==> config.mk <==
export PLATFORM = sky130hd
export DESIGN_NAME = isa_opl_bridge
export DESIGN_NICKNAME = d
export VERILOG_FILES = /design/src/rtl/opl3_pkg.sv /design/src/rtl/sync2.sv /design/src/rtl/isa_opl_bridge.sv
export SDC_FILE = /design/constraint.sdc
export NUM_CORES = 1
export LEC_CHECK = 0
export ABC_AREA = 1
export BUFFER_PORTS_ARGS = -buffer_cell sky130_fd_sc_hd__buf_4
export CAP_MARGIN = 20
export CELL_PAD_IN_SITES_DETAIL_PLACEMENT = 1
export CELL_PAD_IN_SITES_GLOBAL_PLACEMENT = 1
export CORE_UTILIZATION = 45
export DETAILED_ROUTE_END_ITERATION = 12
export PLACE_DENSITY_LB_ADDON = 0.25
export SLEW_MARGIN = 30
export SYNTH_ARGS = -nofsm -noshare
export SYNTH_HDL_FRONTEND = slang
export SYNTH_SLANG_ARGS = --single-unit
export TNS_END_PERCENT = 100
==> constraint.sdc <==
create_clock -name clk -period 2.5 [get_ports clk]
set_input_delay 0.375 -clock clk [delete_from_list [all_inputs] [get_ports clk]]
set_output_delay 0.375 -clock clk [all_outputs]
set_load 0.005 [all_outputs]
==> src/rtl/opl3_pkg.sv <==
// Shared OPL3 definitions: ISA port map, wired-order bit swap and bridge FSM states.
package opl3_pkg;

  localparam logic [9:0] OPL_BASE = 10'h388;

  localparam logic [1:0] OFS_IDX0 = 2'd0;
  localparam logic [1:0] OFS_DAT0 = 2'd1;
  localparam logic [1:0] OFS_IDX1 = 2'd2;
  localparam logic [1:0] OFS_DAT1 = 2'd3;

  typedef enum logic [1:0] {
    WR_IDLE,
    WR_QUAL,
    WR_CAPTURE,
    WR_WAIT_HI
  } isa_wr_state_t;

  // The board swaps data bits pairwise; the swap is its own inverse.
  function automatic logic [7:0] isa_unswap(input logic [7:0] w);
    return {w[6], w[7], w[4], w[5], w[2], w[3], w[0], w[1]};
  endfunction

endpackage

==> src/rtl/sync2.sv <==
// Two-flop synchronizer for a group of asynchronous bus inputs.
module sync2 #(
  parameter int           W       = 1,
  parameter logic [W-1:0] RST_VAL = '0
) (
  input  logic         clk,
  input  logic         rst_n,
  input  logic [W-1:0] d,
  output logic [W-1:0] q
);

  logic [W-1:0] meta;

  always_ff @(posedge clk or negedge rst_n) begin
    if (!rst_n) begin
      meta <= RST_VAL;
      q    <= RST_VAL;
    end else begin
      meta <= d;
      q    <= meta;
    end
  end

endmodule

==> src/rtl/isa_opl_bridge.sv <==
// ISA front end for the OPL3 core: synchronizes the bus, qualifies IOW strobes,
// decodes the four OPL3 ports into register writes and returns status on reads.
module isa_opl_bridge
  import opl3_pkg::*;
#(
  parameter logic [9:0] BASE_ADDR = OPL_BASE,
  parameter int         FILTER    = 2
) (
  input  logic       clk,
  input  logic       rst_n,
  input  logic [9:0] isa_addr,
  input  logic       isa_aen,
  input  logic       isa_iow_n,
  input  logic       isa_ior_n,
  input  logic [7:0] isa_data_in,
  output logic [7:0] isa_data_out,
  output logic       isa_data_oe,
  input  logic [7:0] status,
  output logic       reg_we,
  output logic [8:0] reg_addr,
  output logic [7:0] reg_data
);

  localparam logic [3:0] FILT = 4'(FILTER);

  logic        iow_n_p2, ior_n_p2, aen_p2;
  logic [9:0]  addr_p2;
  logic [7:0]  data_p2;

  sync2 #(.W(2), .RST_VAL(2'b11)) u_sync_strobe (
    .clk(clk), .rst_n(rst_n),
    .d({isa_iow_n, isa_ior_n}), .q({iow_n_p2, ior_n_p2})
  );

  sync2 #(.W(11), .RST_VAL(11'd0)) u_sync_addr (
    .clk(clk), .rst_n(rst_n),
    .d({isa_aen, isa_addr}), .q({aen_p2, addr_p2})
  );

  sync2 #(.W(8), .RST_VAL(8'd0)) u_sync_data (
    .clk(clk), .rst_n(rst_n),
    .d(isa_data_in), .q(data_p2)
  );

  isa_wr_state_t state, state_nxt;
  logic [2:0]    cnt, cnt_nxt;
  logic [3:0]    cnt_inc;

  assign cnt_inc = {1'b0, cnt} + 4'd1;

  always_ff @(posedge clk or negedge rst_n) begin
    if (!rst_n) begin
      state <= WR_IDLE;
      cnt   <= 3'd0;
    end else begin
      state <= state_nxt;
      cnt   <= cnt_nxt;
    end
  end

  // The IDLE cycle that first sees iow_n low counts as the first qualifying sample.
  always_comb begin
    state_nxt = state;
    cnt_nxt   = cnt;
    case (state)
      WR_IDLE: begin
        if (!iow_n_p2) begin
          state_nxt = WR_QUAL;
          cnt_nxt   = 3'd1;
        end
      end
      WR_QUAL: begin
        if (iow_n_p2)           state_nxt = WR_IDLE;
        else if (cnt_inc >= FILT) state_nxt = WR_CAPTURE;
        else                    cnt_nxt   = cnt_inc[2:0];
      end
      WR_CAPTURE: state_nxt = WR_WAIT_HI;
      WR_WAIT_HI: if (iow_n_p2) state_nxt = WR_IDLE;
      default:    state_nxt = WR_IDLE;
    endcase
  end

  logic [9:0] ofs_full;
  logic       win_hit;
  logic [7:0] index;
  logic       bank;
  logic [7:0] data_log;

  assign ofs_full = addr_p2 - BASE_ADDR;
  assign win_hit  = (ofs_full[9:2] == 8'd0) && !aen_p2;
  assign data_log = isa_unswap(data_p2);

  // Capture and decode: the data ports reuse the bank of the latest index write.
  always_ff @(posedge clk or negedge rst_n) begin
    if (!rst_n) begin
      reg_we   <= 1'b0;
      reg_addr <= 9'd0;
      reg_data <= 8'd0;
      index    <= 8'd0;
      bank     <= 1'b0;
    end else begin
      reg_we <= 1'b0;
      if (state == WR_CAPTURE && win_hit) begin
        case (ofs_full[1:0])
          OFS_IDX0: begin
            index <= data_log;
            bank  <= 1'b0;
          end
          OFS_IDX1: begin
            index <= data_log;
            bank  <= 1'b1;
          end
          OFS_DAT0, OFS_DAT1: begin
            reg_we   <= 1'b1;
            reg_addr <= {bank, index};
            reg_data <= data_log;
          end
          default: ;
        endcase
      end
    end
  end

  logic rd_hit;

  assign rd_hit = !ior_n_p2 && !aen_p2 && (state == WR_IDLE) &&
                  ((addr_p2 == BASE_ADDR) || (addr_p2 == BASE_ADDR + 10'd2));

  always_ff @(posedge clk or negedge rst_n) begin
    if (!rst_n) begin
      isa_data_oe  <= 1'b0;
      isa_data_out <= 8'd0;
    end else begin
      isa_data_oe  <= rd_hit;
      isa_data_out <= rd_hit ? isa_unswap(status) : 8'd0;
    end
  end

endmodule

# Word-level counts from Yosys, hierarchy flattened
# Cells that the tools add are included.
# op_classes
reduce_logical	20
add_sub_neg	2
mux	13
magnitude_cmp	1
eq_ne	13
# op_table
op	n
$eq 10x10->1 const B	2
$sub 10x10->10 const B	1
$mux 3	3
$eq 2x2->1 const B	4
$logic_not 8->1	1
$mux 2	4
$mux 8	1
$pmux 2 s4	1
$ne 2x2->1 const B	3
$pmux 3 s2	1
$reduce_and 2->1	3
$logic_and 1x1->1	5
$add 3x1->4 const B	1
$eq 2x1->1 const B	2
$ge 4x2->1 const B	1
$logic_not 2->1	2
$reduce_and 4->1	1
$reduce_bool 2->1	2
$reduce_or 2->1	2
$ne 3x2->1 const B	1
$reduce_and 3->1	1
$logic_not 1->1	2
$mux 1	2
$ne 2x1->1 const B	1
2 further kinds	2
# word_totals
input_bits	31
output_inout_bits	27
wordCells	64
reg_bits	83

# Longest topological paths before layout
# depth
depth_word	5
mapped_depth	9
mapped_depth_nobuf	9

# Cells and area by module
# Synthesis repeated with hierarchy kept, for this count alone.
# hier_totals
hier_cells	240
area_unflattened_um2	2869.0
# by_module_without_submodules
mod	n_inst	cells_per_inst	area_per_inst_um2	seq_area_each_um2
isa_opl_bridge	1	198	1813.0	1026.0
sync2 (u_sync_addr)	1	22	550.5	550.5
sync2 (u_sync_data)	1	16	400.4	400.4
sync2 (u_sync_strobe)	1	4	105.1	105.1

# Worst setup path before layout
# No wires, ideal clock.
# synth_timing
path_kind	flip-flop to flip-flop
start	register u_sync_addr.q[3]
end	register reg_addr[1]
setup_slack_ns	1.080
arrival_ns	1.303
n_path_buf	1
period_less_slack_ns	1.420
setup_time_ns	0.117
required_time_ns	2.383
path_stages_with_launch	9
path_cell_list	dfrtp_1 inv_1 ha_1 nand2_1 nor2_4 nand3_4 buf_6 nand2_1 nand2_1
# synth_via
elab_chain_cells	5
# synth_lines
item	line	source
start, declared	sync2.sv:9	output logic [W-1:0] q
start signal, assigned	sync2.sv:20	q <= meta;
$sub 10x10->10	isa_opl_bridge.sv:89	assign ofs_full = addr_p2 - BASE_ADDR;
$logic_not 8->1	isa_opl_bridge.sv:90	assign win_hit = (ofs_full[9:2] == 8'd0) && !aen_p2;
$logic_and 1x1->1	isa_opl_bridge.sv:90	
$logic_and 1x1->1	isa_opl_bridge.sv:103	if (state == WR_CAPTURE && win_hit) begin
$reduce_and 2->1 (no source line)	-	
end signal, assigned	isa_opl_bridge.sv:115	reg_addr <= {bank, index};
end, declared	isa_opl_bridge.sv:20	output logic [8:0] reg_addr,
# No other way between the ends.
# A chain may end at the register's enable or synchronous reset.

# Worst setup path in the final report
# layout_timing
start	register u_sync_addr.q[3]
end	register bank
# layout_via
elab_chain_cells	5
# layout_lines
item	line	source
$sub 10x10->10	isa_opl_bridge.sv:89	
$logic_not 8->1	isa_opl_bridge.sv:90	
$logic_and 1x1->1	isa_opl_bridge.sv:90	
$logic_and 1x1->1	isa_opl_bridge.sv:103	
$reduce_and 2->1 (no source line)	-	
end signal, assigned	isa_opl_bridge.sv:100	bank <= 1'b0;
end signal, assigned	isa_opl_bridge.sv:107	bank <= 1'b0;
end signal, assigned	isa_opl_bridge.sv:111	bank <= 1'b1;
end, declared	isa_opl_bridge.sv:86	logic bank;
# No other way between the ends.

==> impl_metrics.json <==
{
  "pwr-share-clk_pct": 37.9,
  "die_area_um2": 6590,
  "viasPerCell": 4.90,
  "cts_resized": 0,
  "grt_max_degree": 84,
  "syn_area_per_cell_um2": 12.1,
  "reg2reg_from": "u_sync_addr.q[3]",
  "n_antenna_cell": 0,
  "cts_tree": "built",
  "ys_async_sr_fraction_pct": 100,
  "ys_ff_latch": 83,
  "crit_required_ns": 2.73,
  "port_buffers": 57,
  "place.gp.congestion": 0.705,
  "seq_area_frac_synth_pct": 73.8,
  "p_leak_nw": 1.88,
  "p_total_mw": 2.68,
  "ys_warn_count": 0,
  "cts-buffers-inserted": 9,
  "fin_worst_skew_ns": 0.0134,
  "cts_hold_buffers": 0,
  "core_um2": 5990,
  "rsz0062_at_grt": "no",
  "sequentialPowerShare_pct": 54.6,
  "ios": 58,
  "finalCriticalPeriod_ns": 1.83,
  "drc_errors": 0,
  "wl_per_cell_um": 14.6,
  "vias": 1844,
  "critical_path.top_delay_family": "simple AND/OR/NAND/NOR gates",
  "fin_tns_setup_ns": 0,
  "power_density_nw_per_um2": 760,
  "synth-edff-count": 0,
  "critPathArrivalTime_ns": 2.06,
  "finalHoldViolations": 0,
  "fin_nets": 331,
  "grt_pass1_vias": 1968,
  "antenna_found_initial": 0,
  "synth_top_area_share_pct": 70.0,
  "endpoint_kind": "flop",
  "grt.total_usage_pct": 19.2,
  "syn_nets": 268,
  "cp_max_fo": 15,
  "status": "finished, final reports clean",
  "worstSetupStartpoint": "u_sync_addr.q[3]",
  "clockBufferDepth": 2,
  "swShare_pct": 23.7,
  "start_util_pct": 47.1,
  "crit_buf_inv": 2,
  "setup_violations": 0,
  "rows": 28,
  "syn_area_um2": 2820,
  "slowest_stage": "dfrtp_1",
  "final_util_pct": 58.8,
  "ir_drop_mv": 0.584,
  "worstRegToRegCells": 8,
  "ant_nets": 0,
  "grt-ovfl-total": 0,
  "power.switching_mw": 0.636,
  "first_pass_iters": 4,
  "max_slew_margin_pct": 51.6,
  "yosysTopAreaCell": "dfrtp_1",
  "cpMostUsedCell": "nand2_1",
  "yosys-top-cells-area": "dfrtp_1, nand2_1, nand4_1",
  "insertion_delay_ns": 0.35,
  "max_stage_delay_ns": 0.35,
  "fmax_mhz": 548,
  "critical_path_class": "reg2reg",
  "hold_path.class": "in2async",
  "cp-start-kind": "flop",
  "routed_wl_um": 5500,
  "clock-sinks": 83,
  "drt_iter0_drc": 98,
  "reg2reg_slack_ns": 0.67,
  "path_clk_slew_ns": 0.07,
  "worstReg2RegEnd": "bank",
  "dp.cells": 361,
  "cts_setup_buffers": 0,
  "ys.flop_type": "dfrtp_1",
  "worstPathCellList": "inv_1 > ha_1 > xor2_1 > nor2_4 > buf_4 > nand3_2 > nand2_1 > nand2_1",
  "synth_cell_types": 22,
  "drive_gt1_share_pct": 27.6,
  "maxCapViolations": 0,
  "final_cells": 376,
  "p_comb_share_pct": 7.6,
  "drv_slew": 0,
  "worstMarginPinSlew_ns": 0.727,
  "cts_max_level": 3,
  "clock-root-buffer": "clkbuf_8",
  "dp_hpwl_um": 3760,
  "die_w_um": 81.2,
  "p_int_mw": 2.04,
  "syn2layout_area_growth_pct": 24.9,
  "die_y_um": 81.2,
  "fin_crit_sh_pct": 73.0,
  "grt_pass1_wl_um": 9050,
  "synth_cells": 234
}
## cells in the final DEF, fill, tap and decap left out, types with 2 or more instances in the layout
master / Yosys / layout
dfrtp_1: 79 / 79
inv_1: 19 / 19
ha_1: 3 / 3
nand2_1: 65 / 65
bufinv_16: 0 / 2
clkinv_2: 0 / 2
nor2_4: 2 / 2
nand3_1: 3 / 3
clkbuf_8: 0 / 9
nor2_1: 14 / 14
nand4_1: 27 / 27
buf_4: 2 / 58
dfstp_2: 4 / 4
a21oi_1: 2 / 2
nand3_2: 2 / 2
## synthesized netlist by cell type, types with 2 or more instances
cell type and count:
inv_1 19, buf_4 2, nand4_1 27, nand2_1 65, ha_1 3, nor2_4 2, dfstp_2 4, nand3_1 3
dfrtp_1 79, a21oi_1 2, nor2_1 14, nand3_2 2, buf_2 3
## how the worst max path moves through the flow
stage,end,slack (ns),cells after the start
5_1_grt,index[5],0.48,4
2_1_floorplan,reg_addr[1],1.08,8
3_3_place_gp,index[0],0.75,4
6_report,bank,0.67,8
4_1_cts,bank,0.66,8
3_5_place_dp,bank,0.68,8
## area by class of cell
class	instances	area, um2
fillers	637	2470
flip-flops and latches	83	2080
multi-input cells	123	617
repair buffers	59	447
clock buffers	10	128
well taps	75	93.8
clock inverters	5	78.8
inverters	21	78.8
## metrics by stage
stage	setup WS, ns	cell area, um2	hold WS (ns)
finish	0.674	3520	0.0433
global route	0.478	3520	0.109
CTS	0.661	3520	0.0844
detailed placement	0.683	3320	0.336
global placement	0.753	3310	0.332
floorplan	1.08	2820	0.0794
## metal layers
layer | up-vias | track usage (%) | part of all wire, %
met2 | 41 | 32.9 | 52
met1 | 916 | 22.3 | 42
met5 | - | 0 | 0
li1 | 876 | - | -
met4 | 0 | 10.7 | 2.3
met3 | 11 | 4.04 | 3.4
## flip-flops by register name (all words and copies together) (netlist names), 8 cells and up, named ones only
register / count
u_sync_data.meta: 8
reg_data: 8
index: 8
reg_addr: 9
u_sync_addr.meta: 11
isa_data_out: 8
u_sync_data.q: 8
u_sync_addr.q: 11
## cell families (layout without fill, tap and decap cells)
logic type	after synthesis	after routing	share of synthesized area [%]
AO/OA/AOI/OAI	4	4	0.887
adder cells (fa/ha/maj)	3	3	1.33
buffers and inverters	28	95	4.39
XOR/XNOR	1	1	0.310
AND/OR/NAND/NOR	115	115	19.3
flip-flops	83	83	73.8
## power groups by stage
stage	registers, mW	logic, mW	clock network (mW)
floorplan	1.47	0.114	0
global placement	1.49	0.191	0
detailed placement	1.49	0.210	0
CTS	1.46	0.210	1.03
global route	1.47	0.238	1.09
finish	1.46	0.203	1.02
(Power assumes the default switching activity.)
